[config.mk]
export PLATFORM = sky130hd
export DESIGN_NAME = uart_rsr
export DESIGN_NICKNAME = d
export VERILOG_FILES = /design/src/rtl/uart_pkg.sv /design/src/rtl/uart_rx_sync.sv /design/src/rtl/uart_rsr.sv
export SDC_FILE = /design/constraint.sdc
export NUM_CORES = 1
export LEC_CHECK = 0
export ABC_AREA = 1
export ABC_CLOCK_PERIOD_IN_PS = 2000
export CAP_MARGIN = 25
export CORE_MARGIN = 2
export CORE_UTILIZATION = 50
export CTS_BUF_LIST = sky130_fd_sc_hd__clkbuf_4
export DETAILED_ROUTE_END_ITERATION = 7
export GPL_ROUTABILITY_DRIVEN = 0
export GPL_TIMING_DRIVEN = 1
export PLACE_DENSITY = 0.72
export RECOVER_POWER = 100
export SLEW_MARGIN = 20
export SYNTH_ARGS = -nofsm -noshare
export SYNTH_HDL_FRONTEND = slang
export SYNTH_SLANG_ARGS = --single-unit
export TNS_END_PERCENT = 1
[constraint.sdc]
create_clock -name clk -period 2 [get_ports clk]
set_input_delay 0.5 -clock clk [delete_from_list [all_inputs] [get_ports clk]]
set_output_delay 0.5 -clock clk [all_outputs]
set_load 0.01 [all_outputs]
[src/rtl/uart_pkg.sv]
// Shared UART definitions: receive FSM states, frame-length and parity encodings.
// Used by both the transmit (TSR) and receive (RSR) shift registers.
package uart_pkg;

  typedef enum logic [2:0] {
    IDLE,
    START,
    DATA,
    PARITY,
    STOP,
    BRK_WAIT
  } rx_state_e;

  localparam logic [1:0] LEN_5 = 2'b00;
  localparam logic [1:0] LEN_6 = 2'b01;
  localparam logic [1:0] LEN_7 = 2'b10;
  localparam logic [1:0] LEN_8 = 2'b11;

  localparam logic PAR_EVEN = 1'b0;
  localparam logic PAR_ODD  = 1'b1;

  // Data bits per character for a 2-bit length code (5..8).
  function automatic logic [3:0] len_to_bits(input logic [1:0] rlen);
    return 4'(rlen) + 4'd5;
  endfunction

endpackage

[src/rtl/uart_rx_sync.sv]
// Synchronizer for the asynchronous serial input. With RSR_MAJORITY_VOTE_EN
// defined it also produces a 2-of-3 vote over the last three btick samples.
module uart_rx_sync #(
  parameter int SYNC_STAGES = 2
) (
  input  logic clk,
  input  logic rst,
`ifdef RSR_MAJORITY_VOTE_EN
  input  logic btick,
`endif
  input  logic rx_in,
  output logic rx_s,
  output logic rx_smp
);

  logic [SYNC_STAGES-1:0] sync_q;

  // NOTE: flops preset to 1 so reset looks like an idle line, not a start bit.
  always_ff @(posedge clk or posedge rst) begin
    if (rst) begin
      sync_q <= '1;
    end else begin
      sync_q <= {sync_q[SYNC_STAGES-2:0], rx_in};
    end
  end

  assign rx_s = sync_q[SYNC_STAGES-1];

`ifdef RSR_MAJORITY_VOTE_EN
  // hist_q[0] holds the sample from the previous btick, hist_q[1] the one before.
  logic [1:0] hist_q;

  always_ff @(posedge clk or posedge rst) begin
    if (rst) begin
      hist_q <= 2'b11;
    end else if (btick) begin
      hist_q <= {hist_q[0], rx_s};
    end
  end

  assign rx_smp = (hist_q[1] & hist_q[0]) | (hist_q[1] & rx_s) | (hist_q[0] & rx_s);
`else
  assign rx_smp = rx_s;
`endif

endmodule

[src/rtl/uart_rsr.sv]
// UART receive shift register: oversampled deframing of start/data/parity/stop,
// pushing characters with error flags to the RX FIFO. Option: RSR_MAJORITY_VOTE_EN.
module uart_rsr
  import uart_pkg::*;
#(
  parameter int OSR         = 16,
  parameter int SYNC_STAGES = 2
) (
  input  logic       clk,
  input  logic       rst,
  input  logic       btick,
  input  logic       rx_in,
  input  logic [1:0] rlen,
  input  logic       parity_en,
  input  logic       parity_type,
  input  logic       fifo_full,
  output logic       wr_en,
  output logic [7:0] rdata,
  output logic       parity_err,
  output logic       frame_err,
  output logic       overrun_err,
  output logic       busy
);

  localparam int TW = $clog2(OSR);

  // With voting the start decision moves one btick later; all later sample
  // points stay OSR apart from it, so they land on mid+1 automatically.
`ifdef RSR_MAJORITY_VOTE_EN
  localparam logic [TW-1:0] START_LAST = TW'(OSR / 2);
`else
  localparam logic [TW-1:0] START_LAST = TW'(OSR / 2 - 1);
`endif
  localparam logic [TW-1:0] BIT_LAST = TW'(OSR - 1);

  rx_state_e   state;
  logic [TW-1:0] tick_cnt;
  logic [3:0]  bit_cnt;
  logic [3:0]  len_q;
  logic        par_en_q;
  logic        par_type_q;
  logic        par_bad;
  logic [7:0]  shreg;
  logic        rx_s;
  logic        rx_smp;

  uart_rx_sync #(
    .SYNC_STAGES(SYNC_STAGES)
  ) u_sync (
    .clk   (clk),
    .rst   (rst),
`ifdef RSR_MAJORITY_VOTE_EN
    .btick (btick),
`endif
    .rx_in (rx_in),
    .rx_s  (rx_s),
    .rx_smp(rx_smp)
  );

  // NOTE: all state uses non-blocking assignments so every flop sees pre-edge values.
  always_ff @(posedge clk or posedge rst) begin
    if (rst) begin
      state       <= IDLE;
      tick_cnt    <= '0;
      bit_cnt     <= '0;
      len_q       <= '0;
      par_en_q    <= 1'b0;
      par_type_q  <= 1'b0;
      par_bad     <= 1'b0;
      shreg       <= '0;
      rdata       <= '0;
      wr_en       <= 1'b0;
      parity_err  <= 1'b0;
      frame_err   <= 1'b0;
      overrun_err <= 1'b0;
    end else begin
      wr_en       <= 1'b0;
      parity_err  <= 1'b0;
      frame_err   <= 1'b0;
      overrun_err <= 1'b0;

      if (btick) begin
        unique case (state)
          IDLE: begin
            if (!rx_s) begin
              state      <= START;
              tick_cnt   <= '0;
              bit_cnt    <= '0;
              shreg      <= '0;
              par_bad    <= 1'b0;
              len_q      <= len_to_bits(rlen);
              par_en_q   <= parity_en;
              par_type_q <= parity_type;
            end
          end

          START: begin
            if (tick_cnt == START_LAST) begin
              tick_cnt <= '0;
              state    <= rx_smp ? IDLE : DATA;
            end else begin
              tick_cnt <= tick_cnt + 1'b1;
            end
          end

          DATA: begin
            if (tick_cnt == BIT_LAST) begin
              tick_cnt            <= '0;
              shreg[bit_cnt[2:0]] <= rx_smp;
              bit_cnt             <= bit_cnt + 4'd1;
              if (bit_cnt == len_q - 4'd1) begin
                state <= par_en_q ? PARITY : STOP;
              end
            end else begin
              tick_cnt <= tick_cnt + 1'b1;
            end
          end

          PARITY: begin
            if (tick_cnt == BIT_LAST) begin
              tick_cnt <= '0;
              par_bad  <= ((^shreg) ^ rx_smp) != par_type_q;
              state    <= STOP;
            end else begin
              tick_cnt <= tick_cnt + 1'b1;
            end
          end

          STOP: begin
            if (tick_cnt == BIT_LAST) begin
              tick_cnt    <= '0;
              wr_en       <= !fifo_full;
              overrun_err <= fifo_full;
              frame_err   <= !rx_smp;
              parity_err  <= par_bad;
              if (!fifo_full) begin
                rdata <= shreg;
              end
              // A low stop bit is treated as a possible break: wait for release.
              state <= rx_smp ? IDLE : BRK_WAIT;
            end else begin
              tick_cnt <= tick_cnt + 1'b1;
            end
          end

          BRK_WAIT: begin
            if (rx_s) begin
              state <= IDLE;
            end
          end

          default: state <= IDLE;
        endcase
      end
    end
  end

  assign busy = (state != IDLE);

endmodule

# [Word level (Yosys, flattened, before mapping)]
# Index checks and enable logic that the tools add are counted.
[word_totals] word_cells=93 output_inout_bits=13 in_bits=9 ff_bits=40
[classes] magnitude_cmp=2 n_addsub=4 reduce_logical=16 eq_ne=16 bitwise_logic=3 mux=38
[op_table] cell="3-bit 2-to-1 mux" count=9
[op_table] cell="3-bit one-hot mux with 6 select lines" count=1
[op_table] cell="4-bit 2-to-1 mux" count=4
[op_table] cell="8-bit 2-to-1 mux" count=2
[op_table] cell="8-bit one-hot mux with 2 select lines" count=1
[op_table] cell="1-bit 2-to-1 mux" count=15
[op_table] cell="2-bit inequality test (second input constant)" count=6
[op_table] cell="4-bit one-hot mux with 3 select lines" count=1
[op_table] cell="4-bit AND reduction" count=3
[op_table] cell="4-bit by 1-bit adder with 4-bit output (second input constant)" count=2
[op_table] cell="8-bit bitwise mux" count=1
[op_table] cell="4-bit one-hot mux with 2 select lines" count=1
[op_table] cell="8-bit AND reduction" count=1
[op_table] cell="8-bit parity" count=1
[op_table] cell="3-bit by 2-bit == test with 1-bit output (second input constant)" count=2
[op_table] cell="3-bit == test (second input constant)" count=2
[op_table] cell="3-bit AND reduction" count=2
[op_table] cell="3-bit nonzero test" count=2
[op_table] cell="2-bit by 3-bit adder with 4-bit output (second input constant)" count=1
[op_table] cell="4-bit by 3-bit == test with 1-bit output (second input constant)" count=1
[op_table] cell="4-bit == test" count=1
[op_table] cell="4-bit == test (second input constant)" count=1
[op_table] cell="3-bit by 4-bit less-than comparator with 1-bit output (second input constant)" count=1
[op_table] cell="2-bit nonzero test" count=2
[op_table] cell="14 further kinds" count=16

# [Longest topological paths before layout]
[logic_depth] ltp_word=7 ltp_mapped=13 mapped_depth_nobuf=13

# [By module]
# From an unflattened synthesis, not the netlist that was laid out.
[hier_totals] cells_unflattened=282 hier_area_um2=2258.4
[by_module_without_submodules] module="uart_rsr" seq_area_each_um2=950.9 area_per_inst_um2=2194.6 instances=1 cells_per_inst=278
[by_module_without_submodules] module="uart_rx_sync" seq_area_each_um2=52.6 area_per_inst_um2=63.8 instances=1 cells_per_inst=4

# [Worst setup path before layout]
# Ideal clock, no wire load.
[synth_path] path_type="register -> register" from="reg tick_cnt[0]" to="reg rdata[4]" t_arrival_ns=1.375 setup_time_ns=0.118 path_stages_with_launch=12 slack_ns=0.507 n_path_buf=1 synth_period_minus_slack_ns=1.493 required_ns=1.882 path_cell_list="dfrtp_1 > ha_1 > nand2_2 > inv_2 > nand2_2 > nor2_4 > inv_2 > nor3_4 > inv_2 > buf_6 > nand2_1 > o21ai_2"
[synth_via] elab_chain_len=2
[synth_lines] element="start: declaration" line_no="uart_rsr.sv:37" source="logic [TW-1:0] tick_cnt;"
[synth_lines] element="start signal: assignment" line_no="uart_rsr.sv:102" source="tick_cnt <= tick_cnt + 1'b1;"
[synth_lines] element="start signal: assignment" line_no="uart_rsr.sv:115" source="tick_cnt <= tick_cnt + 1'b1;"
[synth_lines] element="start signal: assignment" line_no="uart_rsr.sv:125" source="tick_cnt <= tick_cnt + 1'b1;"
[synth_lines] element="4-bit == test" line_no="uart_rsr.sv:130" source="if (tick_cnt == BIT_LAST) begin"
[synth_lines] element="4-bit AND reduction (no source line)"
[synth_lines] element="end signal: assignment" line_no="uart_rsr.sv:137" source="rdata <= shreg;"
[synth_lines] element="end: declaration" line_no="uart_rsr.sv:18" source="output logic [7:0] rdata,"
# No other way between the ends.
# A chain may end at the register's enable or synchronous reset.

# [Worst setup path in the final report]
[layout_path] from="reg state[1]" to="out busy"
[layout_via] elab_chain_len=1
[layout_lines] element="start: declaration" line_no="uart_rsr.sv:36" source="rx_state_e state;"
[layout_lines] element="start signal: assignment" line_no="uart_rsr.sv:100" source="state <= rx_smp ? IDLE : DATA;"
[layout_lines] element="start signal: assignment" line_no="uart_rsr.sv:112" source="state <= par_en_q ? PARITY : STOP;"
[layout_lines] element="start signal: assignment" line_no="uart_rsr.sv:140" source="state <= rx_smp ? IDLE : BRK_WAIT;"
[layout_lines] element="3-bit nonzero test" line_no="uart_rsr.sv:158" source="assign busy = (state != IDLE);"
[layout_lines] element="end: declaration" line_no="uart_rsr.sv:22" source="output logic busy"
# No other way between the ends.

==> results.ini <==
[pwr]
p_leak_nw=1.27
switchingPower_w=0.000877
ir_drop_uv=509
p_comb_share_pct=36.2
cellPowerDensity_nw_per_um2=926
power.total_w=0.00227
power.share.sequential_pct=44.8
swShare_pct=38.7
clkPwrFrac_pct=19.0
intPower_w=0.00139

[timing]
setup_viol=0
finalHoldViolations=0
fmax_mhz=526
slew_headroom_pct=35.2
worst_slew_pin_slew_ps=972
period_share_pct=95.1
fin_crit_ps=1900
maxSlewViolCount=0
fin_tns_setup_ps=0
rsz0062_at_grt=false
whs_ps=372
fin_worst_skew_ps=7.20

[yosys]
ys_ff_latch=40
synthAdderAreaFrac_pct=2.31
synthCells=279
synthTopCellsByArea=dfrtp_1, nand2_1, inv_1
syn_avg_cell_area_um2=7.77
synth_xor_area_share_pct=2.42
synthesis.nets=292
synth_cell_types=28
yosysTopAreaCellShare_pct=43.9
ys_seq_area_share_pct=46.3
synth_top_area_cell=dfrtp_1
synthSimpleGateAreaFrac_pct=30.3
synthesis.area_um2=2170
synth_top_family_by_area=simple AND/OR/NAND/NOR gates
yosys_warnings=0
muxShareOfSynthArea_pct=0.462
synth-compound-area-share_pct=9.58

[clock_tree]
insertion_delay_ps=340
cts_max_level=2
cts_root_buf=clkbuf_4
cts_sinks=40
clk_pin_slew_worst_paths_ps=110
cts_tree=built
numCtsBuffers=5
clockBufferDepth=2

[worst_setup_path]
cp.arrival_ps=1400
rr_worst_depth=9
rrSetupSlack_ps=260
rr_endpoint=bit_cnt[1]
cp-end-kind=output pin
critPathKind=reg2out
startpoint_type=flop
r2r_start=tick_cnt[0]
cp_max_fo=6
cp.required_ps=1500

[min_path]
hold_path_depth=0
whs_endpoint=u_sync.sync_q[1]
hp-start=u_sync.sync_q[0]
hp-class=reg2reg

[grt]
grt_pass1_wl_mm=7.37
globalRoute.busiestLayer=met2
grt_max_degree=41
grt_pass1_vias=1645
use_met1_pct=26.6
globalRouteOverflowTotal=0
met3_usage_pct=4.51
antenna_found_initial=0
use_met2_pct=27.8
gr-usage-all-layers_pct=18.5

[route]
drcViolationCount=0
vias=1778
wl_per_cell_um=11.6
antenna_left=0
drtIter0Drc=94
wirelength_mm=4.17
drt_first_pass_iters=4
via_per_inst=4.97

[flow_run]
max_cap_viol_count=0

[final_layout]
nets=320
final_common_cell=nand2_1
n_antenna_cell=0
syn_to_final_growth_pct=12.9
final_cell_mix=nand2_1, dfrtp_1, inv_1
drive_above_1_share_pct=7.79

[floorplanning]
chipWidth_um=69.8
io_pins=22
placementRows=23
dieArea_um2=4880
start_util_pct=53.0
die_y_um=69.8
core_area_um2=4090

[place]
dp_hpwl_mm=3.07
io_buffers=21

[outcome]
status=finished clean

-- power groups by stage --
stage,Combinational [W],Clock [W],Sequential [W]
floorplan,0.000623,0,0.00102
global placement,0.000817,0,0.00103
detailed placement,0.000836,0,0.00104
CTS,0.000847,0.000437,0.00101
global route,0.000940,0.000468,0.00103
finish,0.000821,0.000430,0.00102
-- cells in the mapped netlist --
master / number
nor3_4: 1
nand2_2: 6
nor3_1: 10
xnor2_1: 2
dfstp_2: 2
a22oi_1: 1
inv_2: 4
a21oi_1: 2
nand3_1: 24
o21ai_2: 7
nand2_1: 85
clkbuf_8: 1
clkinv_1: 1
inv_1: 34
o22ai_1: 1
ha_1: 4
o21ai_0: 21
o21bai_1: 1
mux2i_1: 1
o21ai_1: 2
nand4_1: 1
nor2_4: 1
buf_2: 1
nor2_1: 17
buf_6: 2
dfrtp_1: 38
xor2_1: 4
nor2_2: 5
-- sequential cells by signal (all words and copies together) (netlist names), 2 cells and up --
name	cells
bit_cnt	4
len_q	4
rdata	8
shreg	8
state	3
tick_cnt	4
u_sync.sync_q	2
-- timing repair --
item / CTS / global route
setup buffers: 1 / 0
hold buffers: 0 / 0
resized for setup: 1 / 0
endpoints found under the setup margin: 1 / 0
hold endpoints to repair: 0 / 0
-- worst max-delay path by stage --
stage                            from       end
after CTS                    state[1]      busy
after global routing         state[1]      busy
after floorplan           tick_cnt[0]  rdata[4]
after global placement          btick  shreg[7]
after detailed placement        btick  shreg[7]
final                        state[1]      busy
-- critical path, cell delays in order (launching register included) --
cell and delay, ps:
dfrtp_1 440, nor2_2 170, nand2_2 140, dlygate4sd2_1 310
-- metrics by stage --
stage                     std cells  setup WS (ps)  util [%]  instance area, um^2
after floorplan                 279            507         -                 2170
after global placement          349            124      59.6                 2430
after detailed placement        349           60.0      59.6                 2430
after CTS                       358           69.4      61.1                 2500
after global routing            358           18.1      59.9                 2450
final                           358           97.9      59.9                 2450
-- cell type report --
| cell class | count | area [um^2] |
|---|---|---|
| Inverter | 39 | 146 |
| Fill cell | 398 | 1640 |
| Tap cell | 50 | 62.6 |
| Sequential cell | 40 | 1000 |
| Multi-Input combinational cell | 196 | 941 |
| Timing Repair Buffer | 25 | 236 |
| Clock inverter | 1 | 5.00 |
| Clock buffer | 7 | 52.6 |
-- logic make-up (layout without fill, tap and decap cells) --
| family | Yosys count | in the layout |
|---|---|---|
| and+or+nand+nor | 150 | 150 |
| buffers and inverters | 43 | 72 |
| DFF | 40 | 40 |
| AOI/OAI and AO/OA | 35 | 35 |
| xor gates and xnor gates | 6 | 6 |
| adders and majority gates | 4 | 4 |
| muxes | 1 | 1 |
-- routing by layer --
metal  wire length (um)  vias to the layer above
li1                   -                      942
met1               2130                      795
met5                  0                        -
met4                 38                        0
met2               1830                       37
met3                166                        4
No activity file was read; power rests on OpenSTA's default activity.
